===== config.mk =====
export PLATFORM = sky130hd
export DESIGN_NAME = systolic_tile_sequencer
export DESIGN_NICKNAME = d
export VERILOG_FILES = /design/src/rtl/systolic_tile_sequencer_pkg.sv /design/src/rtl/seq_down_counter.sv /design/src/rtl/systolic_tile_sequencer.sv
export SDC_FILE = /design/constraint.sdc
export NUM_CORES = 1
export LEC_CHECK = 0
export CAP_MARGIN = 20
export CORE_AREA = 5 5 157 159
export DETAILED_ROUTE_END_ITERATION = 7
export DIE_AREA = 0 0 162 164
export GPL_ROUTABILITY_DRIVEN = 0
export HOLD_SLACK_MARGIN = 0.05
export PLACE_DENSITY = 0.56
export SKIP_LAST_GASP = 1
export SLEW_MARGIN = 20
export SYNTH_ARGS = -nofsm -noshare
export SYNTH_HDL_FRONTEND = slang
export SYNTH_HIERARCHICAL = 1
export SYNTH_SLANG_ARGS = --single-unit

===== constraint.sdc =====
create_clock -name clk_i -period 6.3 [get_ports clk_i]
set_input_delay 1.26 -clock clk_i [delete_from_list [all_inputs] [get_ports clk_i]]
set_output_delay 1.26 -clock clk_i [all_outputs]
set_load 0.02 [all_outputs]

===== src/rtl/systolic_tile_sequencer_pkg.sv =====
// Shared types and constants for the systolic tile sequencer and its neighbours.
package systolic_tile_sequencer_pkg;

   localparam int SYS_ARRAY_SIZE = 4;
   localparam int DATA_W         = 16;

   typedef logic [DATA_W-1:0] data_t;

   // Cycles from the last operand beat on the array inputs to result row 0 on c.
   localparam int SEQ_DRAIN_DLY = 2*SYS_ARRAY_SIZE + 2;

   typedef enum logic [2:0] {
      IDLE,
      FEED,
      FLUSH,
      DRAIN,
      OUT
   } seq_state_e;

endpackage


===== src/rtl/seq_down_counter.sv =====
// Loadable down counter. zero_o flags that an enabled decrement takes the
// count to zero on the coming edge, so the caller can change state in step.
module seq_down_counter #(
   parameter int W = 8
) (
   input  logic         clk_i,
   input  logic         rst_ni,
   input  logic         load_i,
   input  logic [W-1:0] load_val_i,
   input  logic         en_i,
   output logic         zero_o
);

   logic [W-1:0] cnt_q;

   // Load wins over decrement; the count never drops below zero.
   always_ff @(posedge clk_i or negedge rst_ni) begin
      if (!rst_ni)                     cnt_q <= '0;
      else if (load_i)                 cnt_q <= load_val_i;
      else if (en_i && cnt_q != '0)    cnt_q <= cnt_q - 1'b1;
   end

   assign zero_o = en_i && (cnt_q == W'(1));

endmodule


===== src/rtl/systolic_tile_sequencer.sv =====
// Sequences one NxN output tile on systolic_array_wrap: streams K operand beats
// from the tile buffers, waits out the array drain, then emits N result rows.
// Optional build macro: SEQ_PERF_CNT_EN adds busy-cycle and tile-count counters.
module systolic_tile_sequencer
   import systolic_tile_sequencer_pkg::*;
#(
   parameter int MAX_K     = 256,
   parameter int ADDR_W    = $clog2(MAX_K),
   parameter int DRAIN_DLY = SEQ_DRAIN_DLY
) (
   input  logic                                   clk_i,
   input  logic                                   rst_ni,
   input  logic                                   start_i,
   input  logic [ADDR_W:0]                        k_i,
   output logic                                   busy_o,
   output logic                                   done_o,
   output logic                                   err_o,
   output logic                                   buf_rd_en_o,
   output logic [ADDR_W-1:0]                      buf_rd_addr_o,
   input  data_t [SYS_ARRAY_SIZE-1:0]             a_buf_i,
   input  data_t [SYS_ARRAY_SIZE-1:0]             b_buf_i,
   output logic                                   sa_en_o,
   output logic                                   sa_last_o,
   output data_t [SYS_ARRAY_SIZE-1:0]             sa_a_o,
   output data_t [SYS_ARRAY_SIZE-1:0]             sa_b_o,
   input  data_t [SYS_ARRAY_SIZE-1:0]             sa_c_i,
   output logic                                   res_valid_o,
   output logic [$clog2(SYS_ARRAY_SIZE)-1:0]      res_row_o,
   output data_t [SYS_ARRAY_SIZE-1:0]             res_data_o
`ifdef SEQ_PERF_CNT_EN
   ,
   output logic [31:0]                            perf_busy_cyc_o,
   output logic [15:0]                            perf_tiles_o
`endif
);

   localparam int N      = SYS_ARRAY_SIZE;
   localparam int ROW_W  = $clog2(N);
   localparam int KW     = ADDR_W + 1;
   localparam int DCNT_W = $clog2(DRAIN_DLY) + 1;

   localparam logic [KW-1:0]     KMAX    = KW'(MAX_K);
   localparam logic [ROW_W:0]    ROW_END = (ROW_W+1)'(N);
   localparam logic [DCNT_W-1:0] DRAIN_LD = DCNT_W'(DRAIN_DLY - 1);

   seq_state_e        state_q, state_d;
   logic              accept, reject;
   logic              beat_last, drain_last;
   logic [ADDR_W-1:0] addr_q;
   logic [ROW_W:0]    row_q;
   logic              sa_en_q, sa_last_q;

   // Beat count: loaded with K on accept, hits zero on the issue of address K-1.
   seq_down_counter #(.W(KW)) u_beat_cnt (
      .clk_i      (clk_i),
      .rst_ni     (rst_ni),
      .load_i     (accept),
      .load_val_i (k_i),
      .en_i       (state_q == FEED),
      .zero_o     (beat_last)
   );

   // Drain wait: loaded during FLUSH, OUT is entered as the count reaches zero.
   seq_down_counter #(.W(DCNT_W)) u_drain_cnt (
      .clk_i      (clk_i),
      .rst_ni     (rst_ni),
      .load_i     (state_q == FLUSH),
      .load_val_i (DRAIN_LD),
      .en_i       (state_q == DRAIN),
      .zero_o     (drain_last)
   );

   // State register.
   always_ff @(posedge clk_i or negedge rst_ni) begin
      if (!rst_ni) state_q <= IDLE;
      else         state_q <= state_d;
   end

   // Next-state logic and start accept/reject decode.
   always_comb begin
      state_d = state_q;
      accept  = 1'b0;
      reject  = 1'b0;
      case (state_q)
         IDLE: begin
            if (start_i) begin
               if (k_i != '0 && k_i <= KMAX) begin
                  accept  = 1'b1;
                  state_d = FEED;
               end else begin
                  reject  = 1'b1;
               end
            end
         end
         FEED:    if (beat_last) state_d = FLUSH;
         FLUSH:   state_d = DRAIN;
         DRAIN:   if (drain_last) state_d = OUT;
         // Row counter runs one past N-1 so done lands after the last row is shown.
         OUT:     if (row_q == ROW_END) state_d = IDLE;
         default: state_d = IDLE;
      endcase
   end

   // Address generation, beat strobes, result capture and status pulses.
   always_ff @(posedge clk_i or negedge rst_ni) begin
      if (!rst_ni) begin
         addr_q      <= '0;
         row_q       <= '0;
         sa_en_q     <= 1'b0;
         sa_last_q   <= 1'b0;
         res_valid_o <= 1'b0;
         res_row_o   <= '0;
         res_data_o  <= '0;
         done_o      <= 1'b0;
         err_o       <= 1'b0;
      end else begin
         sa_en_q   <= (state_q == FEED);
         sa_last_q <= (state_q == FEED) && beat_last;
         err_o     <= reject;
         done_o    <= (state_q == OUT) && (row_q == ROW_END);

         if (accept)               addr_q <= '0;
         else if (state_q == FEED) addr_q <= addr_q + 1'b1;

         if (state_q == OUT) row_q <= row_q + 1'b1;
         else                row_q <= '0;

         if (state_q == OUT && row_q != ROW_END) begin
            res_valid_o <= 1'b1;
            res_row_o   <= row_q[ROW_W-1:0];
            res_data_o  <= sa_c_i;
         end else begin
            res_valid_o <= 1'b0;
            res_row_o   <= '0;
            res_data_o  <= '0;
         end
      end
   end

   assign busy_o        = (state_q != IDLE);
   assign buf_rd_en_o   = (state_q == FEED);
   assign buf_rd_addr_o = (state_q == FEED) ? addr_q : '0;
   assign sa_en_o       = sa_en_q;
   assign sa_last_o     = sa_last_q;
   // Buffer data arrives one cycle after issue, aligned with the registered strobe.
   assign sa_a_o        = sa_en_q ? a_buf_i : '0;
   assign sa_b_o        = sa_en_q ? b_buf_i : '0;

`ifdef SEQ_PERF_CNT_EN
   // Busy cycles saturate; tile count wraps.
   always_ff @(posedge clk_i or negedge rst_ni) begin
      if (!rst_ni) begin
         perf_busy_cyc_o <= '0;
         perf_tiles_o    <= '0;
      end else begin
         if (busy_o && perf_busy_cyc_o != '1) perf_busy_cyc_o <= perf_busy_cyc_o + 1'b1;
         if (done_o)                          perf_tiles_o    <= perf_tiles_o + 1'b1;
      end
   end
`endif

endmodule


==> reports/metrics.cfg, run 1 <==
[run_status]
status = finished clean

[timing]
timing.slew.headroom = 0.361
setup_viol = 0
report.final.slew_viol_count = 0
period_share = 0.630
sum_neg_setup_slack_ps = 0
timing.final.crit_period_ps = 3970
hold_violations = 0
hold_ws_ps = 480
worst_slew_pin_slew_ps = 958
clock_skew_ps = 11.2
rsz0062_at_grt = no
fmaxAchievable_mhz = 252

[yosys]
synthAdderAreaFrac = 0.0203
largest_family_of_logic_cells_by_synthesized_area = simple AND/OR/NAND/NOR gates
post_synth_instance_area_sq_um = 4940
count_of_flip_flops_with_a_built_in_enable_after_synthesis = 0
synth_cell_types = 55
share_of_flip_flops_with_an_asynchronous_set_or_reset_after_synthesis = 1.00
muxShareOfSynthArea = 0.0147
ys.flop_type = dfrtp_1
ys_warn_count = 6
synthCells = 481
synth_area_per_cell_sq_um = 10.3
post_synth_and_or_nand_nor_area_fraction = 0.349
synth-seq-cells = 99
synth_xor_xnor_area_share = 0.0142
synth_compound_area_frac = 0.0646
ys_seq_area_frac = 0.502

[power]
power.density_nw_per_um2 = 311
vdd_drop_max_uv = 163
power.static_leakage_uw = 0.00398

[global_route]
gr-usage-all-layers = 0.159
pin_count_of_the_biggest_net_entering_global_routing = 130
antenna_found_initial = 3
grt-ovfl-total = 0
grt_first_pass_wirelength_mm = 31.9
number_of_global_route_vias_before_repair = 4989

[die]
core-area_sq_um = 23100
chipHeight_um = 164
die_width_um = 162
placementRows = 56
start_util = 0.214
floorplan.die_area_sq_um = 26600
io-pin-count = 413

[clock_tree]
tritoncts = built
num_clock_sinks = 99
clock_insertion_delay_worst_skew_ps = 340
h-tree-depth = 3
numCtsBuffers = 9
cts_resized = 0
clock_pin_transition_on_the_worst_setup_and_hold_timing_paths_ps = 70
cts_max_path_buffers = 2
cts-root-buf = clkbuf_16
cts_setup_buffers = 0
cts_hold_buffers = 0

[critical_path]
cpMostUsedCell = clkdlybuf4s50_1
highest_fanout_seen_on_the_critical_path = 1
setup.worst_path.start_class = input pin
end_kind = output port
cp_cell_sequence = clkdlybuf4s50_1 > and2_1 > clkdlybuf4s50_1
timing.rr.start = state_q[0]
setup_slack_on_the_worst_flop_to_flop_path_ps = 4080
critPathBufInv = 2
timing.critical_path.slowest_cell_delay_ps = 690
startpoint = a_buf_i[8]
path_delay_family = buffers and inverters
worstReg2RegEnd = u_beat_cnt/cnt_q[5]
worst_path_max_delay_cell = clkdlybuf4s50_1
ff2ff_path_depth = 6
crit_arrival_ps = 2710
critPathKind = input pin to output port
crit_required_ps = 5040

[cells_and_area]
final_common_cell = clkdlybuf4s50_1
mostFrequentLayoutCells = 411 x clkdlybuf4s50_1, 202 x and2_1, 98 x dfrtp_1, 20 x nand2_1
layout-drive-gt1-share = 0.0474
num-fill-cells = 2265
fin_area_sq_um = 9660
area_growth_pct = 95.5
num-nets-final = 1093

[job]
max_capacitance_violation_total = 0

[routing]
post_drt_wl_per_cell_um = 19.0
final_antenna_net_count = 0
detail_route.drc_violations = 0
post_drt_via_cell_ratio = 4.09
detail_route.first_pass.iterations = 4
first_iter_violations = 184
via_count = 4813
route.final.wire_length_mm = 22.4

[place]
count_of_buffers_from_port_buffering = 412
detailedPlacementHpwl_mm = 17.8
place_area_sq_um = 9350

[worst_hold_path]
worstHoldPathType = register to register
worstHoldStart = row_q[0]
whs_path_depth = 1
hold_path_end = row_q[0]

power by group:
part	total, uW	switching (uW)	internal (uW)	leakage, uW
combinational	1530	745	785	0.00250
clock	578	263	315	0.000142
sequential	897	185	712	0.00134
cells by family after synthesis:
family / Yosys count
AND/OR/NAND/NOR: 272
other: 2
adder cells (fa/ha/maj): 8
buffers and inverters: 41
XOR/XNOR: 8
flip-flops: 99
multiplexers: 7
AO/OA/AOI/OAI: 44
worst max path at each step:
stage                                      to  slack (ps)  depth (start not counted)
after global placement    u_beat_cnt/cnt_q[1]        2040                          5
final                               sa_a_o[8]        2330                          3
after floorplan           u_beat_cnt/cnt_q[0]        3340                          7
after detailed placement  u_beat_cnt/cnt_q[5]        1980                          5
after global routing                sa_a_o[8]        2240                          3
after CTS                           sa_a_o[8]        2250                          3
metrics by stage:
stage	utilization	setup WS, ps	total power (uW)	instances
6_report	0.418	2330	3010	1177
5_1_grt	0.418	2240	3180	1177
4_1_cts	0.418	2250	3070	1176
3_5_place_dp	0.404	1980	2470	1160
3_3_place_gp	0.404	2040	2470	1160
2_1_floorplan	-	3340	1630	484
registers in the layout, summed over array words and instances, names as in the netlist:
name               count
res_data_o            64
u_beat_cnt/cnt_q       9
addr_q                 8
u_drain_cnt/cnt_q      5
row_q                  3
state_q                3
res_row_o              2
done_o                 1
err_o                  1
res_valid_o            1
sa_en_o                1
sa_last_o              1
synth_stat cells (2+ instances only):
library cell | number | area [sq um]
or3_1 | 5 | 31.3
clkbuf_1 | 22 | 82.6
buf_2 | 5 | 25.0
nand2_1 | 20 | 75.1
a31oi_1 | 4 | 25.0
nor2_1 | 11 | 41.3
nor2b_1 | 4 | 25.0
a21boi_1 | 2 | 15.0
a31o_2 | 2 | 17.5
a32oi_1 | 5 | 43.8
or4b_4 | 2 | 27.5
a211oi_1 | 3 | 22.5
o21ai_1 | 3 | 15.0
nor4b_2 | 2 | 30.0
nand4_1 | 2 | 12.5
mux2i_1 | 5 | 50.1
ha_1 | 8 | 100
mux2_2 | 2 | 22.5
conb_1 | 2 | 7.51
dfrtp_1 | 99 | 2480
o31ai_1 | 3 | 22.5
inv_1 | 11 | 41.3
or4_1 | 3 | 22.5
xnor2_1 | 7 | 61.3
clkbuf_2 | 2 | 10.0
a21oi_1 | 4 | 20.0
o21ai_0 | 10 | 50.1
and2_1 | 202 | 1260
nor3b_1 | 5 | 37.5
per-layer routing:
metal | track usage | up-vias | share of wire
li1 | - | 2349 | -
met1 | 0.180 | 2200 | 0.39
met2 | 0.265 | 246 | 0.47
met3 | 0.0866 | 14 | 0.12
met4 | 0.0377 | 4 | 0.0092
met5 | 0 | - | 0.0015
cell type report:
class	instances	area (sq um)	area share
clock buffer	9	225	0.0233
tap	290	363	0.0376
antenna	1	2.50	0.000259
multi-input combinational	344	2310	0.239
inverter	11	41.3	0.00428
clock inverter	7	83.8	0.00868
sequential	99	2480	0.257
timing repair buffer	416	4150	0.430
Power figures use the tool's default switching activity.
==> run 2, diff against run 1 <==
Settings changed: CORE_AREA 5 5 157 159 to 5 5 155 157, DIE_AREA 0 0 162 164 to 0 0 160 162, PLACE_DENSITY 0.56 to 0.59.
Clock period 6.3 ns to 3.5 ns, I/O delays scaled along.
==> run 2 against run 1 <==
  * Worst setup slack worse by 1700 ps
  * Non-clock buffer count is 5 higher
  * Cell area is 0.73% higher
  * Combinational power is 95% higher
  * Clock skew is 0.89 ps higher
  * Critical path type is now register to output port
  * Die area is 2.4% lower
  * Utilization is 1.7 points higher
  * Sequential share of layout area is 0.19 points lower
  * Register-to-register slack worse by 2800 ps
==> reports/metrics.cfg, run 2 (synthesis results as in run 1) <==
[routing]
route.final.wire_length_mm = 23.6  ; +5.3%
drt-met1-wl_mm = 8.73  ; -0.55%
routed-wl-met3_mm = 2.57  ; -7.3%
final_antenna_net_count = 0  ; unchanged
via_count = 4918  ; +2.2%
route.top_layer_used = met4
post_drt_via_cell_ratio = 4.18  ; +2.2%
detail_route.drc_violations = 0  ; unchanged
detail_route.first_pass.iterations = 4  ; unchanged
met2_length_mm = 12.2  ; +15%
first_iter_violations = 188  ; +2.2%
post_drt_wl_per_cell_um = 20.0  ; +5.3%

[clock_tree]
clock_pin_transition_on_the_worst_setup_and_hold_timing_paths_ps = 80  ; about the same
numCtsBuffers = 9  ; unchanged
h-tree-depth = 3  ; unchanged
cts_hold_buffers = 0  ; unchanged
cts-root-buf = clkbuf_16
clock_insertion_delay_worst_skew_ps = 350  ; about the same
num_clock_sinks = 99  ; unchanged
cts_setup_buffers = 0  ; unchanged
cts_resized = 0  ; unchanged
cts_max_path_buffers = 2  ; unchanged
tritoncts = built

[critical_path]
timing.critical_path.slowest_cell_delay_ps = 620  ; -70 ps
worst_path_max_delay_cell = clkdlybuf4s50_1
setup.worst_path.start_class = register
critPathKind = register to output port
cp_cell_sequence = nor3b_1 > buf_4 > and2_1 > clkdlybuf4s50_1
crit_arrival_ps = 2210  ; -500 ps
crit_required_ps = 2800  ; -2240 ps
end_kind = output port
ff2ff_path_depth = 6  ; unchanged
highest_fanout_seen_on_the_critical_path = 13  ; +12

[global_route]
grt-ovfl-total = 0  ; unchanged
number_of_global_route_vias_before_repair = 5033  ; +0.88%
grt_first_pass_wirelength_mm = 34.1  ; +7.0%
gr-usage-all-layers = 0.174  ; +0.0144
antenna_found_initial = 0  ; -3
pin_count_of_the_biggest_net_entering_global_routing = 82  ; -37%

[run_status]
status = finished clean

[cells_and_area]
fin_area_sq_um = 9730  ; +0.73%
area_growth_pct = 96.9
largest_register_ff_count = 64  ; unchanged
final_common_cell = clkdlybuf4s50_1
num-nets-final = 1098  ; +0.46%
biggestRegsByFlops = res_data_o: 64 flops, u_beat_cnt/cnt_q: 9 flops, addr_q: 8 flops
utilization = 0.435  ; +0.0173
mostFrequentLayoutCells = 410 x clkdlybuf4s50_1, 202 x and2_1, 98 x dfrtp_1, 20 x nand2_1
layout-drive-gt1-share = 0.0527  ; +0.00535
largest-register = res_data_o

[place]
place_area_sq_um = 9410  ; +0.66%
detailedPlacementHpwl_mm = 19.2  ; +7.7%
count_of_buffers_from_port_buffering = 412  ; unchanged

[power]
power.density_nw_per_um2 = 567  ; +82%
power.static_leakage_uw = 0.00403  ; +1.2%
vdd_drop_max_uv = 226  ; +39%

[die]
placementRows = 55  ; -1.8%
start_util = 0.221  ; +0.00723
core-area_sq_um = 22400  ; -3.3%
chipHeight_um = 162  ; -1.2%
floorplan.die_area_sq_um = 25900  ; -2.4%
die_width_um = 160  ; -1.2%
io-pin-count = 413  ; unchanged

[timing]
clock_skew_ps = 12.1  ; +0.892 ps
worst_slew_pin_slew_ps = 776  ; -183 ps
sum_neg_setup_slack_ps = 0  ; unchanged
fmaxAchievable_mhz = 344
period_share = 0.831
timing.slew.headroom = 0.481  ; +0.120
report.final.slew_viol_count = 0  ; unchanged
setup_viol = 0  ; unchanged
hold_violations = 0  ; unchanged
timing.final.crit_period_ps = 2910
rsz0062_at_grt = no

[job]
max_capacitance_violation_total = 0  ; unchanged

[worst_hold_path]
worstHoldPathType = input pin to asynchronous set/reset pin

==> run 2: metal layers <==
layer,up-vias,global-route usage
met5,-,0
met4,0,0.0270
met3,7,0.0797
met2,246,0.319
met1,2310,0.187
li1,2355,-
==> run 2: worst max-delay path: cells and delay by family, from the launching register on <==
family	cells	cell delay (ps)
buf+inv	2	840
flops	1	570
simple gates	2	450
==> run 2: power by group <==
group          switching, uW  leakage [uW]  internal, uW  total, uW
Clock                    482      0.000156           575       1060
Sequential               198       0.00134          1280       1480
Combinational           1520       0.00254          1460       2980
==> run 2: worst paths after layout <==
check | end | from | slack [ps]
setup reg to reg | u_beat_cnt/cnt_q[5] | state_q[0] | 1270
hold reg to reg | row_q[0] | row_q[0] | 480
max in group asynchronous | res_data_o[4] | rst_ni | 2480
hold / removal | res_data_o[46] | rst_ni | 360
setup / recovery | buf_rd_addr_o[0] | state_q[0] | 590
min in group clk_i | row_q[0] | row_q[0] | 480
==> run 2: stage by stage <==
step                      hold slack, ps  instances  setup slack, ps  total power (uW)
after CTS                            365       1176              539              5620
after global placement               471       1160              601              4530
after detailed placement             479       1160              591              4530
final                                362       1177              593              5520
after global routing                 398       1176              403              5820
after floorplan                      404        484             1010              2940
==> run 2: layout make-up <==
class / count / area [sq um]
fill: 2191 / 12600
tap: 285 / 357
timing repair buffer: 421 / 4220
multi-input combinational: 344 / 2300
antenna: 1 / 2.50
inverter: 11 / 41.3
sequential: 99 / 2480
clock inverter: 7 / 92.6
clock buffer: 9 / 225
